## src/rtl/seq_det_pkg.sv

```systemverilog
`default_nettype none
// ============================================================================
// Module      : seq_det_pkg
// Description : Shared definitions for the programmable sequence detector:
//               FSM state encodings and default sizing values.
// Revision    : 1.0 - initial release
// ============================================================================
package seq_det_pkg;

    localparam int SEQ_MAX_LEN_DEF = 8;   // default maximum pattern length
    localparam int SEQ_CNT_W_DEF   = 16;  // default match counter width

    // 2'b11 is not a named state; the FSM recovers from it to ST_IDLE.
    typedef enum logic [1:0] {
        ST_IDLE = 2'b00,
        ST_RUN  = 2'b01,
        ST_HIT  = 2'b10
    } state_t;

endpackage : seq_det_pkg
`default_nettype wire

```

## src/rtl/seq_det_sat_cnt.sv

```systemverilog
`default_nettype none
// ============================================================================
// Module      : seq_det_sat_cnt
// Description : Saturating up-counter. Clear has priority over increment;
//               the count holds at all-ones once reached.
// Ports       : clk    - clock, rising edge
//               rst    - synchronous reset, active low
//               i_clr  - clear count to zero
//               i_inc  - increment by one unless saturated
//               o_cnt  - current count
// Revision    : 1.0 - initial release
// ============================================================================
module seq_det_sat_cnt #(
    parameter int CNT_W = 16
) (
    input  logic             clk,
    input  logic             rst,
    input  logic             i_clr,
    input  logic             i_inc,
    output logic [CNT_W-1:0] o_cnt
);

    logic [CNT_W-1:0] r_cnt;
    logic             w_sat;

    assign w_sat = (r_cnt == {CNT_W{1'b1}});

    always_ff @(posedge clk) begin
        if (!rst) begin
            r_cnt <= '0;
        end else if (i_clr) begin
            r_cnt <= '0;
        end else if (i_inc && !w_sat) begin
            r_cnt <= r_cnt + CNT_W'(1);
        end
    end

    assign o_cnt = r_cnt;

endmodule : seq_det_sat_cnt
`default_nettype wire

```

## src/rtl/seq_det_prog.sv

```systemverilog
`default_nettype none
// ============================================================================
// Module      : seq_det_prog
// Description : Programmable serial bit-sequence detector (1..MAX_LEN bits),
//               overlapping or non-overlapping, with registered one-cycle
//               match pulse and saturating match counter.
// Ports       : clk        - clock, rising edge
//               rst        - synchronous reset, active low (clears config too)
//               cfg_load   - latch pattern/pat_len/overlap_en, clear history
//               pattern    - pattern bits, pattern[pat_len-1] received first
//               pat_len    - pattern length (0 disables, >MAX_LEN saturates)
//               overlap_en - 1 = overlapping detection
//               din_valid  - din qualifier
//               din        - serial data bit
//               dout       - one-cycle match pulse
//               match_cnt  - saturating match count
//               state      - FSM state (debug)
// Revision    : 1.0 - initial release
// ============================================================================
module seq_det_prog
    import seq_det_pkg::*;
#(
    parameter int MAX_LEN = SEQ_MAX_LEN_DEF,
    parameter int LEN_W   = $clog2(MAX_LEN + 1),
    parameter int CNT_W   = SEQ_CNT_W_DEF
) (
    input  logic               clk,
    input  logic               rst,
    input  logic               cfg_load,
    input  logic [MAX_LEN-1:0] pattern,
    input  logic [LEN_W-1:0]   pat_len,
    input  logic               overlap_en,
    input  logic               din_valid,
    input  logic               din,
    output logic               dout,
    output logic [CNT_W-1:0]   match_cnt,
    output logic [1:0]         state
);

    localparam logic [LEN_W-1:0] c_MAX_LEN   = LEN_W'(MAX_LEN);
    localparam logic [LEN_W:0]   c_MAX_LEN_X = (LEN_W + 1)'(MAX_LEN);

    state_t             r_state;
    logic               r_dout;
    logic [MAX_LEN-1:0] r_hist;
    logic [LEN_W-1:0]   r_fill;
    logic [MAX_LEN-1:0] r_pattern;
    logic [LEN_W-1:0]   r_len;
    logic               r_ovl;

    logic               w_active;
    logic [MAX_LEN-1:0] w_hist_next;
    logic [LEN_W:0]     w_fill_inc;    // one bit wider so fill+1 cannot wrap
    logic [LEN_W-1:0]   w_fill_next;
    logic [MAX_LEN-1:0] w_mask;
    logic [LEN_W-1:0]   w_len_sat;
    logic               w_match;
    logic               w_inc;
    logic               w_clr;

    assign w_active    = (r_state == ST_RUN) || (r_state == ST_HIT);
    assign w_hist_next = {r_hist[MAX_LEN-2:0], din};
    assign w_fill_inc  = {1'b0, r_fill} + (LEN_W + 1)'(1);
    assign w_fill_next = (w_fill_inc > c_MAX_LEN_X) ? c_MAX_LEN : w_fill_inc[LEN_W-1:0];
    assign w_len_sat   = (pat_len > c_MAX_LEN) ? c_MAX_LEN : pat_len;

    // Select the low r_len bits of history and pattern for comparison.
    always_comb begin
        w_mask = '0;
        for (int i = 0; i < MAX_LEN; i++) begin
            w_mask[i] = (i < int'(r_len));
        end
    end

    // The fill check keeps stale zeros from completing a pattern that
    // contains leading zeros before enough real bits have arrived.
    assign w_match = (r_len != '0)
                  && (w_fill_inc >= {1'b0, r_len})
                  && ((w_hist_next & w_mask) == (r_pattern & w_mask));

    assign w_inc = w_active && !cfg_load && din_valid && w_match;
    assign w_clr = w_active && cfg_load;

    always_ff @(posedge clk) begin
        if (!rst) begin
            r_state   <= ST_IDLE;
            r_dout    <= 1'b0;
            r_hist    <= '0;
            r_fill    <= '0;
            r_pattern <= '0;
            r_len     <= '0;
            r_ovl     <= 1'b0;
        end else begin
            case (r_state)
                ST_IDLE: begin
                    r_state <= ST_RUN;
                    r_dout  <= 1'b0;
                end
                ST_RUN, ST_HIT: begin
                    if (cfg_load) begin
                        r_pattern <= pattern;
                        r_len     <= w_len_sat;
                        r_ovl     <= overlap_en;
                        r_hist    <= '0;
                        r_fill    <= '0;
                        r_dout    <= 1'b0;
                        r_state   <= ST_RUN;
                    end else if (din_valid) begin
                        if (w_match) begin
                            r_dout  <= 1'b1;
                            r_state <= ST_HIT;
                            // Non-overlapping: discard every bit of the match.
                            if (r_ovl) begin
                                r_hist <= w_hist_next;
                                r_fill <= w_fill_next;
                            end else begin
                                r_hist <= '0;
                                r_fill <= '0;
                            end
                        end else begin
                            r_dout  <= 1'b0;
                            r_state <= ST_RUN;
                            r_hist  <= w_hist_next;
                            r_fill  <= w_fill_next;
                        end
                    end else begin
                        r_dout  <= 1'b0;
                        r_state <= ST_RUN;
                    end
                end
                default: begin
                    r_state <= ST_IDLE;
                    r_dout  <= 1'b0;
                end
            endcase
        end
    end

    seq_det_sat_cnt #(
        .CNT_W (CNT_W)
    ) u_cnt (
        .clk   (clk),
        .rst   (rst),
        .i_clr (w_clr),
        .i_inc (w_inc),
        .o_cnt (match_cnt)
    );

    assign dout  = r_dout;
    assign state = r_state;

endmodule : seq_det_prog
`default_nettype wire

```

## config.mk

```make
export PLATFORM = sky130hd
export DESIGN_NAME = seq_det_prog
export DESIGN_NICKNAME = d
export VERILOG_FILES = /design/src/rtl/seq_det_pkg.sv /design/src/rtl/seq_det_sat_cnt.sv /design/src/rtl/seq_det_prog.sv
export SDC_FILE = /design/constraint.sdc
export NUM_CORES = 1
export LEC_CHECK = 0
export BUFFER_PORTS_ARGS = -buffer_cell sky130_fd_sc_hd__buf_4
export CAP_MARGIN = 20
export CORE_ASPECT_RATIO = 0.7
export CORE_MARGIN = 3
export CORE_UTILIZATION = 30
export DETAILED_ROUTE_END_ITERATION = 16
export SETUP_SLACK_MARGIN = 0.5
export SYNTH_ARGS = -nofsm -noshare
export SYNTH_HDL_FRONTEND = slang
export SYNTH_SLANG_ARGS = --single-unit
```

## constraint.sdc

```tcl
create_clock -name clk -period 2.7 [get_ports clk]
set_input_delay 0.54 -clock clk [delete_from_list [all_inputs] [get_ports clk]]
set_output_delay 0.54 -clock clk [all_outputs]
set_load 0.005 [all_outputs]
```

# == After elaboration in Yosys (flattened, before gate mapping) ==
# Cells that the tools add are included.
# totals
regBits,43
input_bits,18
output_inout_bits,19
# classes
add_sub_neg,2
n_lt_le_gt_ge,11
eq_ne,4
mux,15
bitwise_logic,5
n_reduce_logical,18
# op_table
operator,count
two-way mux 7 bit,4
two-way mux 4 bit,6
adder 16 x 1 -> 16 bit (second input constant),1
bitwise AND 8 bit,2
== test 16 bit (second input constant),1
< comparator 3 x 4 -> 1 bit (first input constant),4
== test 8 bit,1
< comparator 1 x 4 -> 1 bit (first input constant),2
< comparator 2 x 4 -> 1 bit (first input constant),2
logical AND 1 bit,7
two-way mux 2 bit,3
adder 4 x 1 -> 5 bit (second input constant),1
>= comparator 5 x 4 -> 1 bit,1
> comparator 5 x 4 -> 1 bit (second input constant),1
> comparator 4 bit (second input constant),1
case mux 2 bit (2 select lines),1
AND reduction 2 bit,2
nonzero test 4 bit,1
OR reduction 2 bit,2
OR reduction 4 bit,1
NOT 1 bit,3
== test 2 x 1 -> 1 bit (second input constant),1
== test 2 bit (second input constant),1
logical NOT 1 bit,2
other kinds (4),4

# == Longest topological paths before layout ==
# logic_depth
ltp_word,8
depth_mapped,10
mapped_depth_nobuf,9

# == Modules after synthesis ==
# From an unflattened synthesis, not the netlist that was laid out.
# unflattened
hier_cells,260
area_unflattened_um2,2193.4
# modules_own_cells
mod,n_inst,cells_each,area_per_inst_um2
seq_det_prog,1,157,1366.3
seq_det_sat_cnt,1,103,827.0

# == Worst setup path before layout ==
# OpenSTA, ideal clock, no wires.
# synth_timing
kind,flip-flop to flip-flop
start,reg r_fill[0]
end,reg u_cnt.r_cnt[6] (netlist: u_cnt.o_cnt[6])
setup_ns,0.116
t_arrival_ns,2.268
required_ns,2.584
path_slack_ns,0.316
stages_incl_launch_ff,11
cell_sequence,dfxtp_1 > ha_1 > nor2b_1 > or2_2 > ha_1 > o21ai_0 > o21ai_0 > and4_4 > buf_4 > a21oi_1 > a31o_2
# synth_via
elab_chain_len,6
# synth_rtl
item,line_no,rtl
"start, declared",seq_det_prog.sv:46,logic [LEN_W-1:0] r_fill;
"start signal, assigned",seq_det_prog.sv:115,r_fill <= w_fill_next;
"start signal, assigned",seq_det_prog.sv:124,r_fill <= w_fill_next;
adder 4 x 1 -> 5 bit,seq_det_prog.sv:63,"assign w_fill_inc = {1'b0, r_fill} + (LEN_W + 1)'(1);"
>= comparator 5 x 4 -> 1 bit,seq_det_prog.sv:78,"&& (w_fill_inc >= {1'b0, r_len})"
logical AND 1 bit,seq_det_prog.sv:78,
logical AND 1 bit,seq_det_prog.sv:79,&& ((w_hist_next & w_mask) == (r_pattern & w_mask));
logical AND 1 bit,seq_det_prog.sv:81,assign w_inc = w_active && !cfg_load && din_valid && w_match;
logical AND 1 bit,seq_det_sat_cnt.sv:33,end else if (i_inc && !w_sat) begin
"end signal, assigned",seq_det_sat_cnt.sv:34,r_cnt <= r_cnt + CNT_W'(1);
"end, declared",seq_det_sat_cnt.sv:23,logic [CNT_W-1:0] r_cnt;
# Every way passes these cells.
# A chain may end at the register's enable or synchronous reset.

# == Worst setup path in the final report ==
# layout_timing
start,reg r_fill[1]
end,reg r_fill[0]
# layout_via
elab_chain_len,7
word_cells_on_any_way,10
cone_classes,add/sub: 1; order compare: 2; mux: 5; reduce/logical: 2
# layout_rtl
item,line_no,rtl
adder 4 x 1 -> 5 bit (*),seq_det_prog.sv:63,
> comparator 5 x 4 -> 1 bit / >= comparator 5 x 4 -> 1 bit (equally long branches),"seq_det_prog.sv:64, seq_det_prog.sv:78",
two-way mux 4 bit / logical AND 1 bit (equally long branches),"seq_det_prog.sv:64, seq_det_prog.sv:78",
two-way mux 4 bit / logical AND 1 bit (equally long branches),"seq_det_prog.sv:113, seq_det_prog.sv:79",
two-way mux 4 bit (*),seq_det_prog.sv:109,if (w_match) begin
two-way mux 4 bit (*),seq_det_prog.sv:108,end else if (din_valid) begin
two-way mux 4 bit (*),seq_det_prog.sv:100,if (cfg_load) begin
# Mark *: on every way between the ends. The rest lies on a longest branch, timed or not. The select of a mux whose other input is x is not followed.

==> run_results.csv <==
group,metric,value,unit
sta,period_minus_slack,2.19,ns
critical_path,slowest_stage,"or3b_4",
critical_path,crit_fanout,6,
placed_design,routabilityCongestion,0.785,
final_layout,area_growth,29.3,%
clock_network,h-tree-depth,2,
sta,tightest_slew,0.493,ns
sta,whs,0.475,ns
die,rows,25,
placed_design,dp.final_hpwl,3830,µm
sta,relSlewSlack,67.1,%
synth,synthesis.nets,283,
hold_path,hp-class,"primary input to flip-flop",
synth,yosysSeqAreaShare,40.2,%
critical_path,cp-start-kind,"flip-flop",
critical_path,ff2ff_path_depth,10,
sta,setup_tns,0,ns
run,maxCapViolCount,0,
critical_path,worstReg2RegStart,"r_fill[1]$_SDFFE_PN0P_",
synth,netlist_top_cells_count,"45 x nand2_1, 43 x dfxtp_1, 24 x a21oi_1, 23 x nor2_1, 11 x xnor2_1",
placed_design,dp.cells,379,
clock_network,clk_latency,0.30,ns
critical_path,path_buf_inv,1,
synth,ys_warn_count,0,
synth,netlist_area,0.00214,mm²
clock_network,clock_tree.root_cell,"clkbuf_8",
drt,num_vias,1983,
drt,dr.first_iter.drc_count,109,
final_layout,antennaDiodeCount,0,
drt,wire_per_inst,14.8,µm
grt,gr-usage-all-layers,13.8,%
critical_path,critPathRequiredTime,2.93,ns
clock_network,cts_tree,"yes",
placed_design,placed_area,0.00252,mm²
placed_design,pre_cts_ws,0.350,ns
clock_network,cts_sinks,43,
grt,grt_pass1_wl,9010,µm
synth,yosysMostFrequentCell,"nand2_1",
critical_path,r2r-end,"r_fill[0]$_SDFFE_PN0P_",
synth,yosys.area.top_type,"dfxtp_1",
critical_path,crit_path_max_incr_delay,0.41,ns
sta,hold_viol,0,
final_layout,fin_nets,325,
sta,slew_violations,0,
clock_network,max-clock-path-buffers,2,
synth,ys_top_cells_by_area,"dfxtp_1 40%, nand2_1 7.9%, a21oi_1 5.6%",
die,die_h,76.7,µm
placed_design,io_buffers,36,
final_layout,num-fill-cells,705,
synth,yosysTopAreaCellShare,40.2,%
drt,ant_nets,0,
critical_path,end_kind,"flip-flop",
sta,setup_viol,0,
drt,drc,0,
die,die_w,107,µm
synth,synthFlopType,"dfxtp_1",
sta,worst_slack,0.514,ns
critical_path,crit_top_cell,"ha_4",
grt,antenna_found_initial,0,
pwr,power_density,453,mW/mm²
clock_network,hold_buffers,0,
hold_path,hold_path.startpoint,"pattern[0]",
hold_path,hold_depth,3,
synth,syn_area_per_cell,8.33,µm²
drt,drt-total-wl,5840,µm
run_status,status,"completed",
final_layout,layout-drive-gt1-share,27.7,%
synth,synthArstFlopShare,0,%
die,ioPinCount,37,
sta,rsz0062_at_grt,"true",
sta,timing.final.crit_share,81.0,%
die,core,0.00685,mm²
die,die-area,0.00820,mm²
clock_network,numCtsBuffers,5,
drt,via_per_inst,5.03,
hold_path,min_delay_worst_endpoint,"r_pattern[0]$_SDFFE_PN0P_",
critical_path,critPathKind,"flip-flop to flip-flop",
drt,first_pass_iters,4,
grt,grt_max_degree,36,
critical_path,cp_cell_sequence,"ha_4, nor2b_4, or2_4, ha_4, a211oi_2, o21ai_2, buf_6, a31oi_4, or3b_4, a21oi_2",
final_layout,stdcell_count,394,
grt,grt_overflow,0,
pwr,p_leak,0.00112,µW
final_layout,fin_area,0.00277,mm²
critical_path,critical_path.top_delay_family,"simple AND/OR/NAND/NOR gates",
sta,timing.fmax,457,MHz
pwr,ir_worst_vdd,0.000184,V
critical_path,r2r_slack,0.51,ns
clock_network,path_clk_slew,0.09,ns
synth,postSynthCellCount,257,
critical_path,cp.arrival,2.41,ns
synth,synth-edff-count,0,
synth,ys_seq_elements,43,
die,start_util,31.3,%
sta,finClkSkew,0.0131,ns
grt,grt_pass1_vias,1735,
synth,synthDistinctLibCells,39,
## worst max path at each step
stage / startpoint / endpoint / slack [ns] / depth (start not counted)
finish: r_fill[1]$_SDFFE_PN0P_ / r_fill[0]$_SDFFE_PN0P_ / 0.51 / 10
global route: r_fill[1]$_SDFFE_PN0P_ / r_fill[0]$_SDFFE_PN0P_ / 0.44 / 10
CTS: r_fill[1]$_SDFFE_PN0P_ / r_fill[0]$_SDFFE_PN0P_ / 0.50 / 10
detailed placement: r_fill[0]$_SDFFE_PN0P_ / u_cnt.o_cnt[15]$_SDFFE_PP0P_ / 0.35 / 9
global placement: r_fill[0]$_SDFFE_PN0P_ / r_fill[0]$_SDFFE_PN0P_ / 0.40 / 9
floorplan: r_fill[0]$_SDFFE_PN0P_ / u_cnt.o_cnt[6]$_SDFFE_PP0P_ / 0.52 / 10
## kinds of logic (layout without fill, tap and decap cells)
family	after synthesis	in the layout	synth area share, %
buf+inv	19	60	3.97
compound gates	52	52	16.2
mux	9	9	4.21
fa+ha+maj	8	8	4.68
flops	43	43	40.2
xor+xnor	11	11	4.50
simple gates	115	117	26.2
## timing repair
item,CTS,global route
pin swaps,6,9
buffers inserted,4,1
setup endpoints to repair,20,19
gates resized for setup,12,9
gates cloned,2,0
## layout by cell type, fill, tap and decap left out, types with 3 or more instances in the layout
| cell type | synthesis | layout |
|---|---|---|
| a31o_2 | 4 | 4 |
| mux2i_1 | 9 | 9 |
| nand2_1 | 45 | 45 |
| nor2_1 | 23 | 23 |
| clkbuf_8 | 0 | 6 |
| a21oi_1 | 24 | 20 |
| nor3_1 | 4 | 4 |
| inv_1 | 6 | 6 |
| ha_1 | 8 | 6 |
| dfxtp_1 | 43 | 41 |
| buf_4 | 1 | 45 |
| and4_4 | 1 | 3 |
| nand3b_1 | 3 | 3 |
| nand3_1 | 4 | 4 |
| nand4_1 | 9 | 9 |
| a22oi_1 | 7 | 6 |
| or3_1 | 8 | 8 |
| and3_1 | 8 | 7 |
| xnor2_1 | 11 | 11 |
| a21oi_2 | 0 | 4 |
## power by group
group	internal, µW	leakage (µW)	switching, µW
combinational	66.5	0.000722	84.8
sequential	645	0.000349	11.0
clock	209	0.0000516	236
total	921	0.00112	332
## area by class of cell
type                            count  area (µm²)  area share (%)
Sequential cell                    43         863            31.2
Clock inverter                      2        13.8           0.497
Multi-Input combinational cell    197        1320            47.6
Clock buffer                        6        82.6            2.98
Tap cell                           94         118            4.25
Inverter                            6        22.5           0.814
Timing Repair Buffer               46         349            12.6
## stage by stage
stage	power (µW)	util, %
final	1250	40.4
after CTS	1250	39.7
after global routing	1310	40.4
after detailed placement	801	36.8
after floorplan	750	-
after global placement	800	36.8
## layer usage
layer	up-vias	track usage [%]	routed length (µm)
met5	-	0	0
met4	0	4.21	61
met3	7	2.94	253
met2	54	18.2	2370
met1	925	22.0	3160
li1	997	-	-
## flip-flops by register name, indices dropped and copies added, names as in the netlist
register     count
dout             1
r_fill           4
r_hist           7
r_len            4
r_ovl            1
r_pattern        8
state            2
u_cnt.o_cnt     16
## tightest hold or removal path, cell delays in order
cell	delay (ns)
buf_4	0.11
nand2_1	0.04
a21oi_1	0.05
Power figures use the tool's default switching activity.
